## src/rtl/mem_pkg.sv

```systemverilog
// Shared encodings for the memory-access stage: funct3 load/store codes, FSM states and
// byte-lane helpers.
package mem_pkg;

  localparam logic [2:0] F3Lb  = 3'b000;
  localparam logic [2:0] F3Lh  = 3'b001;
  localparam logic [2:0] F3Lw  = 3'b010;
  localparam logic [2:0] F3Ld  = 3'b011;
  localparam logic [2:0] F3Lbu = 3'b100;
  localparam logic [2:0] F3Lhu = 3'b101;
  localparam logic [2:0] F3Lwu = 3'b110;

  localparam logic [2:0] F3Sb  = 3'b000;
  localparam logic [2:0] F3Sh  = 3'b001;
  localparam logic [2:0] F3Sw  = 3'b010;
  localparam logic [2:0] F3Sd  = 3'b011;

  typedef enum logic [0:0] {StIdle, StWaitAck} state_e;

  // Unshifted byte enables for an access size taken from funct3[1:0].
  function automatic logic [7:0] store_mask(input logic [1:0] size);
    case (size)
      2'b00:   return 8'h01;
      2'b01:   return 8'h03;
      2'b10:   return 8'h0F;
      default: return 8'hFF;
    endcase
  endfunction

  function automatic logic misaligned(input logic [1:0] size, input logic [2:0] off);
    case (size)
      2'b00:   return 1'b0;
      2'b01:   return off[0];
      2'b10:   return |off[1:0];
      default: return |off;
    endcase
  endfunction

endpackage

```

## src/rtl/mem_load_align.sv

```systemverilog
// Combinational load formatter: shifts the addressed bytes down to lane 0 and applies
// sign or zero extension according to funct3.
module mem_load_align
  import mem_pkg::*;
(
  input  logic [63:0] rdata,
  input  logic [2:0]  offset,
  input  logic [2:0]  funct3,
  output logic [63:0] data
);

  logic [63:0] shifted;

  always_comb begin
    shifted = rdata >> {offset, 3'b000};
    case (funct3)
      F3Lb:    data = {{56{shifted[7]}}, shifted[7:0]};
      F3Lh:    data = {{48{shifted[15]}}, shifted[15:0]};
      F3Lw:    data = {{32{shifted[31]}}, shifted[31:0]};
      F3Lbu:   data = {56'd0, shifted[7:0]};
      F3Lhu:   data = {48'd0, shifted[15:0]};
      F3Lwu:   data = {32'd0, shifted[31:0]};
      default: data = shifted;
    endcase
  end

endmodule

```

## src/rtl/mem_access_stage.sv

```systemverilog
// MEM pipeline stage: issues one data-bus access per load/store, waits for the ack with a
// bounded timeout and forwards results toward MEM_WB. Define MISALIGN_TRAP_EN to trap
// misaligned halfword/word/doubleword accesses instead of performing them truncated.
module mem_access_stage
  import mem_pkg::*;
#(
  parameter int unsigned MAX_WAIT = 16
) (
  input  logic        clk,
  input  logic        reset,
  input  logic        in_valid,
  input  logic [63:0] ALU_Result,
  input  logic [63:0] write_data,
  input  logic [4:0]  rd,
  input  logic [2:0]  funct3,
  input  logic        MemRead,
  input  logic        MemWrite,
  input  logic        RegWrite,
  input  logic        MemtoReg,
  output logic        stall,
  output logic        dmem_req,
  output logic        dmem_we,
  output logic [63:0] dmem_addr,
  output logic [63:0] dmem_wdata,
  output logic [7:0]  dmem_wstrb,
  input  logic        dmem_ack,
  input  logic [63:0] dmem_rdata,
  output logic        out_valid,
  output logic [63:0] read_data,
  output logic [63:0] ALU_Result_out,
  output logic [4:0]  rd_out,
  output logic        RegWrite_out,
  output logic        MemtoReg_out,
  output logic        MemRead_out,
  output logic        bus_error,
  output logic        misalign_trap
);

  state_e      state_q;
  logic [7:0]  wait_cnt_q;
  logic [2:0]  off_q;
  logic [2:0]  funct3_q;
  logic [2:0]  off;
  logic        mem_op;
  logic        trap;
  logic        timeout;
  logic [63:0] load_data;

  assign off    = ALU_Result[2:0];
  assign mem_op = MemRead | MemWrite;

`ifdef MISALIGN_TRAP_EN
  assign trap = in_valid & mem_op & misaligned(funct3[1:0], off);
`else
  assign trap = 1'b0;
`endif

  // wait_cnt_q counts completed wait cycles, so the current cycle is wait number cnt+1.
  assign timeout = (state_q == StWaitAck) && (wait_cnt_q == 8'(MAX_WAIT - 1));

  assign stall = ((state_q == StIdle) && in_valid && mem_op && !trap) ||
                 ((state_q == StWaitAck) && !dmem_ack && !timeout);

  mem_load_align u_load_align (
    .rdata  (dmem_rdata),
    .offset (off_q),
    .funct3 (funct3_q),
    .data   (load_data)
  );

  always_ff @(posedge clk) begin
    if (reset) begin
      state_q        <= StIdle;
      wait_cnt_q     <= '0;
      off_q          <= '0;
      funct3_q       <= '0;
      dmem_req       <= 1'b0;
      dmem_we        <= 1'b0;
      dmem_addr      <= '0;
      dmem_wdata     <= '0;
      dmem_wstrb     <= '0;
      out_valid      <= 1'b0;
      read_data      <= '0;
      ALU_Result_out <= '0;
      rd_out         <= '0;
      RegWrite_out   <= 1'b0;
      MemtoReg_out   <= 1'b0;
      MemRead_out    <= 1'b0;
      bus_error      <= 1'b0;
      misalign_trap  <= 1'b0;
    end else begin
      out_valid     <= 1'b0;
      bus_error     <= 1'b0;
      misalign_trap <= 1'b0;
      unique case (state_q)
        StIdle: begin
          if (in_valid) begin
            ALU_Result_out <= ALU_Result;
            rd_out         <= rd;
            RegWrite_out   <= RegWrite;
            MemtoReg_out   <= MemtoReg;
            MemRead_out    <= MemRead;
            off_q          <= off;
            funct3_q       <= funct3;
            if (!mem_op) begin
              out_valid <= 1'b1;
              read_data <= '0;
            end else if (trap) begin
              out_valid     <= 1'b1;
              misalign_trap <= 1'b1;
              RegWrite_out  <= 1'b0;
              read_data     <= '0;
            end else begin
              dmem_req   <= 1'b1;
              dmem_we    <= MemWrite;
              dmem_addr  <= {ALU_Result[63:3], 3'b000};
              // Lanes shifted past byte 7 fall off the top of the bus.
              dmem_wdata <= MemWrite ? (write_data << {off, 3'b000}) : '0;
              dmem_wstrb <= MemWrite ? (store_mask(funct3[1:0]) << off) : '0;
              wait_cnt_q <= '0;
              state_q    <= StWaitAck;
            end
          end
        end
        StWaitAck: begin
          if (dmem_ack) begin
            dmem_req  <= 1'b0;
            out_valid <= 1'b1;
            read_data <= load_data;
            state_q   <= StIdle;
          end else if (timeout) begin
            dmem_req     <= 1'b0;
            out_valid    <= 1'b1;
            bus_error    <= 1'b1;
            RegWrite_out <= 1'b0;
            read_data    <= '0;
            state_q      <= StIdle;
          end else begin
            wait_cnt_q <= wait_cnt_q + 8'd1;
          end
        end
        default: state_q <= StIdle;
      endcase
    end
  end

endmodule

```

## config.mk

```make
export PLATFORM = sky130hd
export DESIGN_NAME = mem_access_stage
export DESIGN_NICKNAME = d
export VERILOG_FILES = /design/src/rtl/mem_pkg.sv /design/src/rtl/mem_load_align.sv /design/src/rtl/mem_access_stage.sv
export SDC_FILE = /design/constraint.sdc
export NUM_CORES = 1
export LEC_CHECK = 0
export BUFFER_PORTS_ARGS = -buffer_cell sky130_fd_sc_hd__buf_2
export CAP_MARGIN = 15
export CORE_ASPECT_RATIO = 1.5
export CORE_MARGIN = 5
export CORE_UTILIZATION = 39
export DETAILED_ROUTE_END_ITERATION = 16
export GPL_TIMING_DRIVEN = 0
export HOLD_SLACK_MARGIN = 0.06
export PLACE_DENSITY = 0.68
export SLEW_MARGIN = 15
export SYNTH_ARGS = -nofsm -noshare
export SYNTH_HDL_FRONTEND = slang
export SYNTH_SLANG_ARGS = --single-unit
```

## constraint.sdc

```tcl
create_clock -name clk -period 2.2 [get_ports clk]
set_input_delay 0.66 -clock clk [delete_from_list [all_inputs] [get_ports clk]]
set_output_delay 0.66 -clock clk [all_outputs]
set_load 0.1 [all_outputs]
```

==> run_results.csv <==
group,metric,value,unit
clock_network,cts_tree,"done",
detailed_routing,via_count,13821,
timing,worst_slack,-0.381,ns
place,gp_congestion,0.963,
global_route,grt_usage,29.1,%
worst_setup_path,crit_type,"flip-flop to primary output",
logic_synthesis,ys_seq_area_share,43.6,%
logic_synthesis,synth_cell_types,61,
detailed_routing,ant_nets,0,
floorplanning,die_x,160,microns
logic_synthesis,synthFlopType,"dfxtp_1",
worst_setup_path,reg2regPathDepth,10,
detailed_routing,drt-total-wl,58.3,mm
floorplanning,die_y,234,microns
detailed_routing,drtIter0Drc,973,
power_and_ir_drop,power.clock.fraction,34.0,%
logic_synthesis,syn_area_per_cell,8.75,sq um
final_layout,stdcell_count,2469,
global_route,antenna_found_initial,1,
logic_synthesis,synthSimpleGateAreaFrac,15.3,%
timing,fin_hold_ws,0.330,ns
power_and_ir_drop,seqPwrFrac,37.7,%
detailed_routing,drc,0,
worst_setup_path,critPathTopFamily,"simple AND/OR/NAND/NOR gates",
worst_setup_path,cp_max_fo,2,
floorplanning,pin_count,486,
logic_synthesis,synth_area,0.0131,sq mm
logic_synthesis,synth_compound_area_share,22.0,%
power_and_ir_drop,power.density,838,mW/mm^2
logic_synthesis,synthAdderAreaFrac,0.0957,%
logic_synthesis,synth_top_family_by_area,"compound AO/OA/AOI/OAI gates",
timing,min_period_over_period,117,%
worst_setup_path,worstPathArrival,1.92,ns
power_and_ir_drop,internal_power,9.29,mW
detailed_routing,via_per_inst,5.60,
clock_network,clock_latency,0.57,ns
logic_synthesis,yosysMostFrequentCell,"nand2_1",
timing,finalMaxSlewViolations,0,
place,port_buffers,477,
worst_setup_path,startpoint,"wait_cnt_q[4]",
final_layout,drive_above_1_share,34.3,%
worst_setup_path,worst-path-buf-inv,1,
floorplanning,core_area,0.0332,sq mm
hold_path,hold_start,"dmem_ack",
clock_network,cts_hold_buffers,0,
worst_setup_path,r2r_start,"wait_cnt_q[4]",
floorplanning,die_area,0.0374,sq mm
global_route,grt_max_degree,16,
clock_network,h-tree-depth,1,
place,place_ws,-0.802,ns
clock_network,clkTransAtPathRegs,0.07,ns
place,dp_hpwl,45.8,mm
clock_network,cts.path.max_buffers,3,
worst_setup_path,cp-start-kind,"flip-flop",
logic_synthesis,synthMuxAreaShare,13.9,%
timing,rsz0062_at_grt,"true",
worst_setup_path,slowest_delay,0.54,ns
timing,setup_viol,57,
logic_synthesis,synth_common_cells,"nand2_1 (329), dfxtp_1 (285), a21oi_1 (187)",
clock_network,cts_sinks,285,
worst_setup_path,crit_slowest_cell,"or4b_4",
hold_path,hp-class,"primary input to flip-flop",
timing,worst_pin_slew,0.823,ns
hold_path,min_path_cells,2,
final_layout,synthToLayoutAreaGrowth,34.2,%
logic_synthesis,synthCells,1495,
floorplanning,row_count,82,
status,violations,"negative setup slack",
final_layout,layout.nets,2237,
power_and_ir_drop,power.switching,5.43,mW
power_and_ir_drop,switching_share,36.9,%
timing,slew_headroom,45.2,%
worst_setup_path,crit_cells,4,
clock_network,cts_made_buffers,29,
status,status,"finished with violations",
logic_synthesis,yosys.area.top_type,"dfxtp_1",
timing,period_needed,2.58,ns
logic_synthesis,synth_xor_area_share,0.402,%
global_route,grt.overflow.total,0,
power_and_ir_drop,vdd_ir_drop_max,0.000536,V
logic_synthesis,async_flop_share,0,%
detailed_routing,routedWlPerCell,23.6,microns
timing,setup_tns,-17.75,ns
logic_synthesis,synth_edf_count,0,
logic_synthesis,synth_area_leaders,"dfxtp_1 (44%), nand2_1 (9.4%), a21oi_1 (7.2%)",
logic_synthesis,yosys_register_bits,285,
timing,fmax,0.387,GHz
timing,skew,0.00903,ns
global_route,grt_pass1_vias,13785,
clock_network,cts-root-buf,"clkbuf_16",
detailed_routing,dr.pass1.iters,7,
final_layout,fillerInstances,3173,
timing,finalHoldViolCount,0,
power_and_ir_drop,p_leak,7.90,nW
place,placedCellCount,2395,
floorplanning,start_util,39.3,%
power_and_ir_drop,p_comb_share,28.2,%
logic_synthesis,yosys_warnings,0,
worst_setup_path,crit_chain,"or4b_4 -> o21ai_4 -> nand2_4 -> buf_12",
run,cap_viol_max_count,0,
global_route,grt_pass1_wl,85.0,mm
logic_synthesis,synth_top_area_share,43.6,%
worst_setup_path,worstSetupEndpointType,"primary output",
power_and_ir_drop,p_total,14.7,mW
worst_setup_path,cp.required,1.54,ns
==> worst reg2reg max path: stages (launching register included) <==
cell and delay (ns):
dfxtp_2 0.33, or4b_4 0.54, buf_4 0.15, buf_6 0.10, buf_6 0.10, or2_4 0.26, o2bb2ai_4 0.14, nor2b_4 0.17
buf_12 0.15, bufbuf_16 0.27, a22o_1 0.22
==> flip-flops by register name, indices dropped and copies added (netlist names) <==
register / count
funct3_q: 3
dmem_wdata: 64
bus_error: 1
dmem_req: 1
out_valid: 1
RegWrite_out: 1
dmem_wstrb: 8
ALU_Result_out: 64
MemRead_out: 1
wait_cnt_q: 8
rd_out: 5
state_q: 1
read_data: 64
dmem_we: 1
dmem_addr: 61
MemtoReg_out: 1
==> metrics by stage <==
stage	utilization (%)	cell area [sq um]
finish	52.8	17600
global route	52.8	17600
CTS	52.6	17500
detailed placement	48.2	16000
global placement	48.2	16000
floorplan	-	13100
==> cell type report <==
class / count / area [sq um] / area share, %
Tap cell: 420 / 526 / 2.99
Buffer: 135 / 699 / 3.98
Timing Repair Buffer: 503 / 2760 / 15.7
Clock inverter: 9 / 110 / 0.627
Inverter: 6 / 22.5 / 0.128
Clock buffer: 42 / 845 / 4.81
Antenna cell: 1 / 2.50 / 0.0143
Multi-Input combinational cell: 1068 / 6870 / 39.2
Sequential cell: 285 / 5720 / 32.6
==> placed cells by master (no fill, tap or decap), types with 7 or more instances in the layout <==
master / instances
buf_2: 488
nand2_1: 328
dfxtp_1: 280
a21oi_1: 187
nor2_1: 110
mux2i_1: 66
clkbuf_1: 64
a22oi_1: 43
mux4_2: 40
o21ai_0: 37
buf_4: 32
a22o_1: 31
clkbuf_2: 30
clkbuf_16: 29
mux2_2: 19
a211oi_1: 19
o2bb2ai_1: 17
a221o_1: 16
nor2b_1: 15
o22ai_1: 14
buf_1: 11
a21o_1: 11
o31ai_1: 9
a222oi_1: 9
a221oi_1: 8
a211o_1: 7
clkbuf_8: 7
==> path summary, 6_finish.rpt <==
check | slack (ns) | endpoint
hold / removal | 0.33 | bus_error
setup reg to reg | -0.35 | read_data[41]
setup / recovery | -0.38 | stall
hold reg to reg | 0.45 | dmem_wdata[57]
==> power by group through the flow <==
stage          logic [mW]  registers, mW  clock network [mW]
2_1_floorplan        1.17           7.40                   0
4_1_cts              4.12           5.55                5.11
3_5_place_dp         3.97           5.67                   0
3_3_place_gp         3.96           5.66                   0
6_report             4.15           5.55                5.01
5_1_grt              4.33           5.58                5.32
==> logic make-up (layout without fill, tap and decap cells) <==
family	count (synthesis)	after routing
and+or+nand+nor	492	492
AOI/OAI and AO/OA	436	436
DFF	285	285
buffers and inverters	145	695
muxes	129	129
xor gates and xnor gates	6	6
adders and majority gates	1	1
other	1	5
==> repair_timing <==
item                       4_1_cts  5_1_grt
gates cloned                     7        0
resized for setup               63       38
hold endpoints to repair         0        0
pin swaps                        7        6
setup buffers                   15        6
setup endpoints to repair      239      263
==> layer usage <==
layer	vias to the layer above	track usage, %	wire [microns]
li1	6416	-	-
met1	6593	32.3	20900
met2	659	52.9	30000
met4	0	15.7	3390
met5	-	0	0
met3	153	5.10	3980
No activity file was read; power rests on OpenSTA's default activity.
